<file path="src/rtl/tlc_phase_ctrl_if.sv">
// Request/lamp bundle between the TLC phase sequencer (master) and its surroundings (slave).
interface tlc_phase_ctrl_if;
    logic       TICK;
    logic       HS_REQ;
    logic       FS_REQ;
    logic [2:0] H_LAMP;
    logic [2:0] F_LAMP;
    logic       HLEFT;
    logic       FLEFT;
    logic [2:0] PHASE;

    modport master (
        input  TICK, HS_REQ, FS_REQ,
        output H_LAMP, F_LAMP, HLEFT, FLEFT, PHASE
    );

    modport slave (
        output TICK, HS_REQ, FS_REQ,
        input  H_LAMP, F_LAMP, HLEFT, FLEFT, PHASE
    );
endinterface

</file>
<file path="src/rtl/tlc_phase_ctrl.sv">
// TLC phase sequencer: Moore FSM with a TICK-driven phase timer.
// Optional night flashing mode is compiled in with TLC_NIGHT_FLASH_EN.
module tlc_phase_ctrl #(
    parameter int unsigned T_HG_MIN = 8,
    parameter int unsigned T_LEFT   = 3,
    parameter int unsigned T_Y      = 2,
    parameter int unsigned T_FG     = 5,
    parameter int unsigned TW       = 5
) (
    input  logic MCLK,
    input  logic nRST,
`ifdef TLC_NIGHT_FLASH_EN
    input  logic NIGHT,
`endif
    tlc_phase_ctrl_if.master bus
);

`ifdef TLC_NIGHT_FLASH_EN
    typedef enum logic [2:0] {
        StHg    = 3'd0,
        StHl    = 3'd1,
        StHy    = 3'd2,
        StFg    = 3'd3,
        StFl    = 3'd4,
        StFy    = 3'd5,
        StFlash = 3'd6
    } state_e;
`else
    typedef enum logic [2:0] {
        StHg = 3'd0,
        StHl = 3'd1,
        StHy = 3'd2,
        StFg = 3'd3,
        StFl = 3'd4,
        StFy = 3'd5
    } state_e;
`endif

    state_e        state_q, state_d;
    logic [TW-1:0] cnt_q, cnt_d;
    logic          exp_hg, exp_left, exp_y, exp_fg;

    assign exp_hg   = bus.TICK && (cnt_q == TW'(T_HG_MIN - 1));
    assign exp_left = bus.TICK && (cnt_q == TW'(T_LEFT - 1));
    assign exp_y    = bus.TICK && (cnt_q == TW'(T_Y - 1));
    assign exp_fg   = bus.TICK && (cnt_q == TW'(T_FG - 1));

`ifdef TLC_NIGHT_FLASH_EN
    logic blink_q, blink_d;
`endif

    always_comb begin
        state_d = state_q;
        cnt_d   = bus.TICK ? cnt_q + TW'(1) : cnt_q;
        unique case (state_q)
            StHg: begin
                if (exp_hg) begin
                    if (bus.HS_REQ) begin
                        state_d = StHl;
                    end else if (bus.FS_REQ) begin
                        state_d = StHy;
                    end else begin
                        // Minimum green served: park at the last count so every TICK re-decides.
                        cnt_d = cnt_q;
                    end
                end
            end
            StHl: if (exp_left) state_d = bus.FS_REQ ? StHy : StHg;
            StHy: if (exp_y)    state_d = StFg;
            StFg: if (exp_fg)   state_d = bus.FS_REQ ? StFl : StFy;
            StFl: if (exp_left) state_d = StFy;
            StFy: if (exp_y)    state_d = StHg;
`ifdef TLC_NIGHT_FLASH_EN
            StFlash: if (!NIGHT) state_d = StFy;
`endif
            default: state_d = StHg;
        endcase

`ifdef TLC_NIGHT_FLASH_EN
        if (NIGHT) begin
            state_d = StFlash;
            cnt_d   = '0;
        end
`endif

        if (state_d != state_q) begin
            cnt_d = '0;
        end

`ifdef TLC_NIGHT_FLASH_EN
        // Blink restarts dark on every entry into FLASH.
        blink_d = 1'b0;
        if (state_q == StFlash && state_d == StFlash) begin
            blink_d = blink_q ^ bus.TICK;
        end
`endif
    end

    always_ff @(posedge MCLK) begin
        if (!nRST) begin
            state_q <= StHg;
            cnt_q   <= '0;
        end else begin
            state_q <= state_d;
            cnt_q   <= cnt_d;
        end
    end

`ifdef TLC_NIGHT_FLASH_EN
    always_ff @(posedge MCLK) begin
        if (!nRST) begin
            blink_q <= 1'b0;
        end else begin
            blink_q <= blink_d;
        end
    end
`endif

    always_comb begin
        bus.H_LAMP = 3'b100;
        bus.F_LAMP = 3'b100;
        bus.HLEFT  = 1'b0;
        bus.FLEFT  = 1'b0;
        unique case (state_q)
            StHg: bus.H_LAMP = 3'b001;
            StHl: begin
                bus.H_LAMP = 3'b001;
                bus.HLEFT  = 1'b1;
            end
            StHy: bus.H_LAMP = 3'b010;
            StFg: bus.F_LAMP = 3'b001;
            StFl: begin
                bus.F_LAMP = 3'b001;
                bus.FLEFT  = 1'b1;
            end
            StFy: bus.F_LAMP = 3'b010;
`ifdef TLC_NIGHT_FLASH_EN
            StFlash: begin
                bus.H_LAMP = {1'b0, blink_q, 1'b0};
                bus.F_LAMP = {blink_q, 2'b00};
            end
`endif
            default: ;
        endcase
        bus.PHASE = state_q;
    end

endmodule

</file>
<file path="src/flat_wrapper.sv">
// flat-port wrapper written by rule: the top's interface ports become plain ports
module tlc_phase_ctrl_flat 
#(
    parameter int unsigned T_HG_MIN = 8,
    parameter int unsigned T_LEFT   = 3,
    parameter int unsigned T_Y      = 2,
    parameter int unsigned T_FG     = 5,
    parameter int unsigned TW       = 5
)
  (MCLK, nRST, bus_TICK, bus_HS_REQ, bus_FS_REQ, bus_H_LAMP, bus_F_LAMP, bus_HLEFT, bus_FLEFT, bus_PHASE);
  tlc_phase_ctrl_if bus_i ();
  input  logic MCLK;
  input  logic nRST;
  input wire logic [$bits(bus_i.TICK)-1:0] bus_TICK;
  input wire logic [$bits(bus_i.HS_REQ)-1:0] bus_HS_REQ;
  input wire logic [$bits(bus_i.FS_REQ)-1:0] bus_FS_REQ;
  output wire logic [$bits(bus_i.H_LAMP)-1:0] bus_H_LAMP;
  output wire logic [$bits(bus_i.F_LAMP)-1:0] bus_F_LAMP;
  output wire logic [$bits(bus_i.HLEFT)-1:0] bus_HLEFT;
  output wire logic [$bits(bus_i.FLEFT)-1:0] bus_FLEFT;
  output wire logic [$bits(bus_i.PHASE)-1:0] bus_PHASE;
  assign bus_i.TICK = bus_TICK;
  assign bus_i.HS_REQ = bus_HS_REQ;
  assign bus_i.FS_REQ = bus_FS_REQ;
  assign bus_H_LAMP = bus_i.H_LAMP;
  assign bus_F_LAMP = bus_i.F_LAMP;
  assign bus_HLEFT = bus_i.HLEFT;
  assign bus_FLEFT = bus_i.FLEFT;
  assign bus_PHASE = bus_i.PHASE;
  tlc_phase_ctrl #(.T_HG_MIN(T_HG_MIN), .T_LEFT(T_LEFT), .T_Y(T_Y), .T_FG(T_FG), .TW(TW)) u_core (.MCLK(MCLK), .nRST(nRST), .bus(bus_i));
endmodule
</file>
<file path="config.mk">
export PLATFORM = sky130hd
export DESIGN_NAME = tlc_phase_ctrl_flat
export DESIGN_NICKNAME = d
export VERILOG_FILES = /design/src/rtl/tlc_phase_ctrl_if.sv /design/src/rtl/tlc_phase_ctrl.sv /design/src/flat_wrapper.sv
export SDC_FILE = /design/constraint.sdc
export NUM_CORES = 1
export LEC_CHECK = 0
export BUFFER_PORTS_ARGS = -buffer_cell sky130_fd_sc_hd__buf_4
export CAP_MARGIN = 20
export CORE_AREA = 2 2 41 43
export DETAILED_ROUTE_END_ITERATION = 10
export DIE_AREA = 0 0 43 45
export PLACE_DENSITY = 0.75
export SYNTH_ARGS = -nofsm -noshare
export SYNTH_HDL_FRONTEND = slang
export SYNTH_SLANG_ARGS = --single-unit
</file>
<file path="constraint.sdc">
create_clock -name MCLK -period 2.8 [get_ports MCLK]
set_input_delay 0.14 -clock MCLK [delete_from_list [all_inputs] [get_ports MCLK]]
set_output_delay 0.14 -clock MCLK [all_outputs]
set_load 0.05 [all_outputs]
</file>
==> out/metrics.cfg, run 1 <==
[outcome]
status = finished, final reports clean

[layout]
drive_gt1_share_pct = 25.3
layout.nets = 106
antennaDiodeCount = 0
areaGrowthSynthToFinish_pct = 21.6
final_util_pct = 56.0

[cts]
clock_sinks = 8
cts_inserted_buffers = 3
htree_levels = 1
clk_path_buf_depth = 2
cts_hold_buf = 0
clkLatencyLatePin_ns = 0.25
clk_pin_slew_ns = 0.06
clockRootBuffer = clkbuf_4
post_cts_buffers = 0
cts_resized = 0
cts_tree = built

[detailed_routing]
first_iter_violations = 10
post_drt_wl_per_cell_um = 13.2
viasPerCell = 5.86
postRouteAntennaNets = 0
dr.pass1.iters = 4
vias = 651
drcViolationCount = 0
wirelength_um = 1470

[power]
comb_power_share_pct = 19.5
leakage_nw = 0.361
power_switching_w = 0.0000739
powerDensity_mw_per_mm2 = 320
pwr-share-seq_pct = 47.2
clkPwrFrac_pct = 33.3
p_int_w = 0.000190
netSwitchingFraction_pct = 28.0
power.total_w = 0.000264
ir_worst_vdd_mv = 0.279

[floorplanning]
ios = 16
die_h_um = 45
core_mm2 = 0.00147
fp.dieArea_mm2 = 0.00194
die_w_um = 43
num_rows = 14
start_util_pct = 46.1

[logic_synthesis]
syn_area_per_cell_um2 = 8.48
netlist_area_um2 = 678
synthTopCellsByCount = dfxtp_1 (8), nor2_1 (7), nor3_1 (6)
yosysWarnings = 0
synth_most_common_cell = dfxtp_1
yosysUniqueCellTypes = 37
synth.top_cell.area_share_pct = 23.6
synthTopCellsByArea = dfxtp_1 (24%), ha_1 (7.4%), nor3_1 (4.4%)
synth_seq_cells = 8
synth-edff-count = 0
synth_area_leader_cell = dfxtp_1
ys.flop_type = dfxtp_1
synth_nets = 89
postSynth.asyncResetShare_pct = 0
ys_seq_area_share_pct = 23.6
postSynthCellCount = 80

[sta]
rsz0062_at_grt = no
period_minus_slack_ns = 1.77
fmax_mhz = 564
setup_viol = 0
finalClockSkew_ns = 0.00650
finalSetupTns_ns = 0
finalHoldViolCount = 0
worst_slew_pin_slew_ns = 0.581
maxSlewViolCount = 0
max-slew-margin-rel_pct = 61.2
period_share_pct = 63.4

[worst_setup_path]
worstPathArrival_ns = 1.90
path_cells = nor4b_4 > and3_1 > o21ai_2 > o311ai_4 > nor3_1
worstSetupPathType = register to register
critPathTopFamily = simple AND/OR/NAND/NOR gates
crit_fanout = 9
worst-path-buf-inv = 0
cpMaxStageDelayCell = nor4b_4
crit_required_ns = 2.92
max_stage_delay_ns = 0.54
start_kind = register
cp-end-kind = register

[global_routing]
grt_max_degree = 19
grtUsageTotal_pct = 16.6
grt-ovfl-total = 0
antenna_found_initial = 0
grt_pass1_wl_um = 2390
grt_pass1_vias = 582

[placed_design]
gp_congestion = 0.794
port_buffers = 15
hpwl_um = 1100

[run]
maxCapViolCount = 0

[hold_path]
hold_class = primary input to register

-- per-stage QoR --
step / setup WS (ns) / std cells / cell area, um^2 / hold slack (ns)
6_report: 1.03 / 111 / 825 / 0.124
5_1_grt: 0.881 / 111 / 825 / 0.116
4_1_cts: 1.03 / 111 / 825 / 0.117
3_5_place_dp: 1.04 / 108 / 802 / 0.385
3_3_place_gp: 1.10 / 108 / 802 / 0.376
2_1_floorplan: 0.482 / 80 / 683 / 0.258
-- cells in the final DEF (no fill, tap or decap), drive strengths merged --
| master | count |
|---|---|
| nor3 | 6 |
| o41a | 1 |
| xnor2 | 1 |
| a211o | 1 |
| nor2 | 7 |
| nand2 | 4 |
| a221oi | 1 |
| o21ai | 4 |
| a31oi | 2 |
| and4bb | 1 |
| ha | 4 |
| nand3b | 2 |
| nor4b | 2 |
| o21a | 1 |
| nand4 | 5 |
| o2bb2ai | 1 |
| and4b | 1 |
| mux2i | 1 |
| o311ai | 1 |
| dfxtp | 8 |
| xor2 | 2 |
| nor3b | 2 |
| nor2b | 2 |
| inv | 2 |
| nand3 | 1 |
| clkbuf | 3 |
| buf | 15 |
| a21oi | 3 |
| nor4bb | 1 |
| and3 | 4 |
| and2 | 3 |
| nand2b | 3 |
-- metal layers --
| metal | vias up | wire [um] | track usage [%] | share of wire, % |
|---|---|---|---|---|
| met5 | - | 0 | 0 | 0 |
| met4 | 0 | 23 | 9.09 | 1.6 |
| met3 | 2 | 75 | 2.40 | 5.1 |
| met2 | 19 | 672 | 29.1 | 46 |
| met1 | 300 | 698 | 19.6 | 48 |
| li1 | 330 | - | - | - |
-- path summary, 6_finish.rpt --
kind	from	end	slack [ns]	cells after the start
min reg2reg	u_core.cnt_q[3]	u_core.cnt_q[3]	0.59	2
min	nRST	u_core.bus.PHASE[2]	0.12	2
max reg2reg	u_core.cnt_q[2]	u_core.cnt_q[2]	1.03	5
max	u_core.cnt_q[2]	u_core.cnt_q[2]	1.03	5
-- sequential cells by signal, summed over array words and instances, names as in the netlist --
| register | cells |
|---|---|
| u_core.cnt_q | 5 |
| u_core.bus.PHASE | 3 |
-- kinds of logic (layout without fill, tap and decap cells) --
| family | Yosys count | after routing | share of synthesized area (%) |
|---|---|---|---|
| xor+xnor | 3 | 3 | 3.88 |
| mux | 1 | 1 | 1.48 |
| fa+ha+maj | 4 | 4 | 7.38 |
| simple gates | 44 | 44 | 41.9 |
| flops | 8 | 8 | 23.6 |
| compound gates | 15 | 15 | 18.6 |
| buf+inv | 5 | 20 | 3.14 |
-- power by group through the flow --
| stage | registers (W) | logic [W] | clock network, W |
|---|---|---|---|
| finish | 0.000124 | 0.0000515 | 0.0000878 |
| CTS | 0.000124 | 0.0000517 | 0.0000915 |
| detailed placement | 0.000127 | 0.0000514 | 0 |
| global route | 0.000125 | 0.0000574 | 0.000101 |
| floorplan | 0.000126 | 0.0000353 | 0 |
| global placement | 0.000127 | 0.0000497 | 0 |
-- cell type report --
type                    instances  area [um^2]
fillers                       153          647
clock buffers                   3         22.5
repair buffers                 15          113
multi-input cells              67          502
well taps                      16         20.0
inverters                       2         7.51
flip-flops and latches          8          160
Note: power is estimated with default switching activity, not from simulation.
==> run 2: changes to the inputs <==
Settings changed: ABC_AREA set to 1, CORE_AREA 2 2 41 43 to 2 2 42 44, DIE_AREA 0 0 43 45 to 0 0 44 46, PLACE_DENSITY 0.75 to 0.73.
Clock period 2.8 ns to 1.7 ns, I/O delays scaled along.
==> out/metrics.cfg, run 2 <==
[detailed_routing]
wirelength_um = 1680
vias = 759
viasPerCell = 5.13
post_drt_wl_per_cell_um = 11.4
postRouteAntennaNets = 0
first_iter_violations = 10
maxUsedRoutingLayer = met3
drcViolationCount = 0
wl_met2_um = 924
met3WireLength_um = 111
m1WireLength_um = 644
dr.pass1.iters = 4

[layout]
layout_common_cells = nand2_1 (25), inv_1 (16), buf_4 (15)
drive_gt1_share_pct = 34.4
layout.nets = 141
final_common_cell = nand2_1
nFillCells = 163
antennaDiodeCount = 0
areaGrowthSynthToFinish_pct = 32.6
largest_reg_flops = 5
final_util_pct = 57.1
largest-register = u_core.cnt_q

[logic_synthesis]
synth_top_family_by_area = simple AND/OR/NAND/NOR gates
synth-edff-count = 0
synthTopCellsByArea = dfxtp_1 (23%), nand2_1 (15%), nor2_1 (10%)
synth_most_common_cell = nand2_1
synth_seq_cells = 8
ys_seq_area_share_pct = 23.1
synth_nets = 123
yosys.area_share.simple_pct = 42.9
postSynth.asyncResetShare_pct = 0
postSynthCellCount = 114
synth-xor-area-share_pct = 3.78
yosysWarnings = 0
synthAdderAreaFrac_pct = 7.21
netlist_area_um2 = 694
synthTopCellsByCount = nand2_1 (27), nor2_1 (19), inv_1 (16)
synthMuxAreaShare_pct = 0
synth.top_cell.area_share_pct = 23.1
synth_area_leader_cell = dfxtp_1
yosysUniqueCellTypes = 20
syn_area_per_cell_um2 = 6.09
ys.flop_type = dfxtp_1
synth-compound-area-share_pct = 9.91

[global_routing]
grt_max_degree = 10
grtUsageTotal_pct = 18.1
grt_pass1_vias = 711
grt-ovfl-total = 0
antenna_found_initial = 0
grt_pass1_wl_um = 2740

[sta]
period_share_pct = 93.9
fmax_mhz = 627
max-slew-margin-rel_pct = 70.9
finalHoldViolCount = 0
finalClockSkew_ns = 0.00749
worst_slew_pin_slew_ns = 0.435
maxSlewViolCount = 0
setup_viol = 0
rsz0062_at_grt = no
period_minus_slack_ns = 1.60

[cts]
clk_pin_slew_ns = 0.06
post_cts_buffers = 0
cts_inserted_buffers = 3
cts_tree = built
clkLatencyLatePin_ns = 0.25
clk_path_buf_depth = 2
htree_levels = 1
clockRootBuffer = clkbuf_4
cts_hold_buf = 0
clock_sinks = 8

[worst_setup_path]
cpMaxStageDelayCell = dfxtp_4
max_stage_delay_ns = 0.39
crit_required_ns = 1.62
crit_fanout = 6
start_kind = register
path_common_cell = nor2_4
worstPathArrival_ns = 1.51
worstSetupPathType = register to output port
worst-path-buf-inv = 2
critPathTopFamily = simple AND/OR/NAND/NOR gates
path_cells = inv_2 > nand2_2 > nor2_4 > or2_2 > nor2_4 > buf_4
cp-end-kind = output port

[power]
ir_worst_vdd_mv = 0.558
powerDensity_mw_per_mm2 = 740
leakage_nw = 0.415
power.total_w = 0.000681

[floorplanning]
fp.dieArea_mm2 = 0.00202
start_util_pct = 43.0
ios = 16
num_rows = 15
die_w_um = 44
die_h_um = 46
core_mm2 = 0.00161

[outcome]
status = finished, final reports clean

[placed_design]
port_buffers = 15
hpwl_um = 1360
gp_congestion = 0.908

[run]
maxCapViolCount = 0

[hold_path]
hold_class = primary input to register

-- run 2: where the power goes --
part	internal (W)	switching, W
Clock	0.0000900	0.0000684
Combinational	0.0000972	0.000187
Sequential	0.000208	0.0000302
-- run 2: kinds of logic after synthesis --
group                    count (synthesis)
flip-flops                               8
AND/OR/NAND/NOR                         65
XOR/XNOR                                 3
buffers and inverters                   22
adder cells (fa/ha/maj)                  4
AO/OA/AOI/OAI                           12
-- run 2: final cells by class --
class	instances	area [um^2]	share of cell area, %
well taps	17	21.3	2.31
repair buffers	15	113	12.2
multi-input cells	84	508	55.2
clock buffers	4	26.3	2.85
inverters	20	77.6	8.42
flip-flops and latches	8	175	19.0
-- run 2: worst min-delay path: cells and delay by family --
kind	cells	cell delay (ns)
buffers and inverters	2	0.14
AND/OR/NAND/NOR	1	0.05
-- run 2: final timing paths --
path	to	from	slack [ns]	cells past startpoint
setup / recovery	bus_H_LAMP[2]	u_core.bus.PHASE[1]	0.10	6
hold / removal	u_core.bus.PHASE[0]	nRST	0.05	3
hold reg to reg	u_core.cnt_q[3]	u_core.cnt_q[3]	0.62	4
setup reg to reg	u_core.cnt_q[2]	u_core.cnt_q[1]	0.15	9
-- run 2: layer usage --
layer  vias up  global-route usage (%)
met3         0                    5.95
met4         0                    5.45
met2        23                    35.9
li1        398                       -
met5         -                       0
met1       338                    17.6
-- run 2: stage by stage --
step	TNS [ns]	cells	setup WS (ns)	hold WS [ns]	cell area, um^2
finish	0	148	0.104	0.0492	921
global route	0	148	0.00226	0.0572	921
CTS	0	148	0.0251	0.0481	892
detailed placement	0	144	0.0389	0.307	866
global placement	0	144	0.0885	0.300	866
floorplan	-0.136	114	-0.0220	0.182	754
-- run 2: repair_timing --
action                                  in CTS  in global routing
endpoints found under the hold margin        0                  0
endpoints found under the setup margin       0                  6
resized for setup                            0                 10
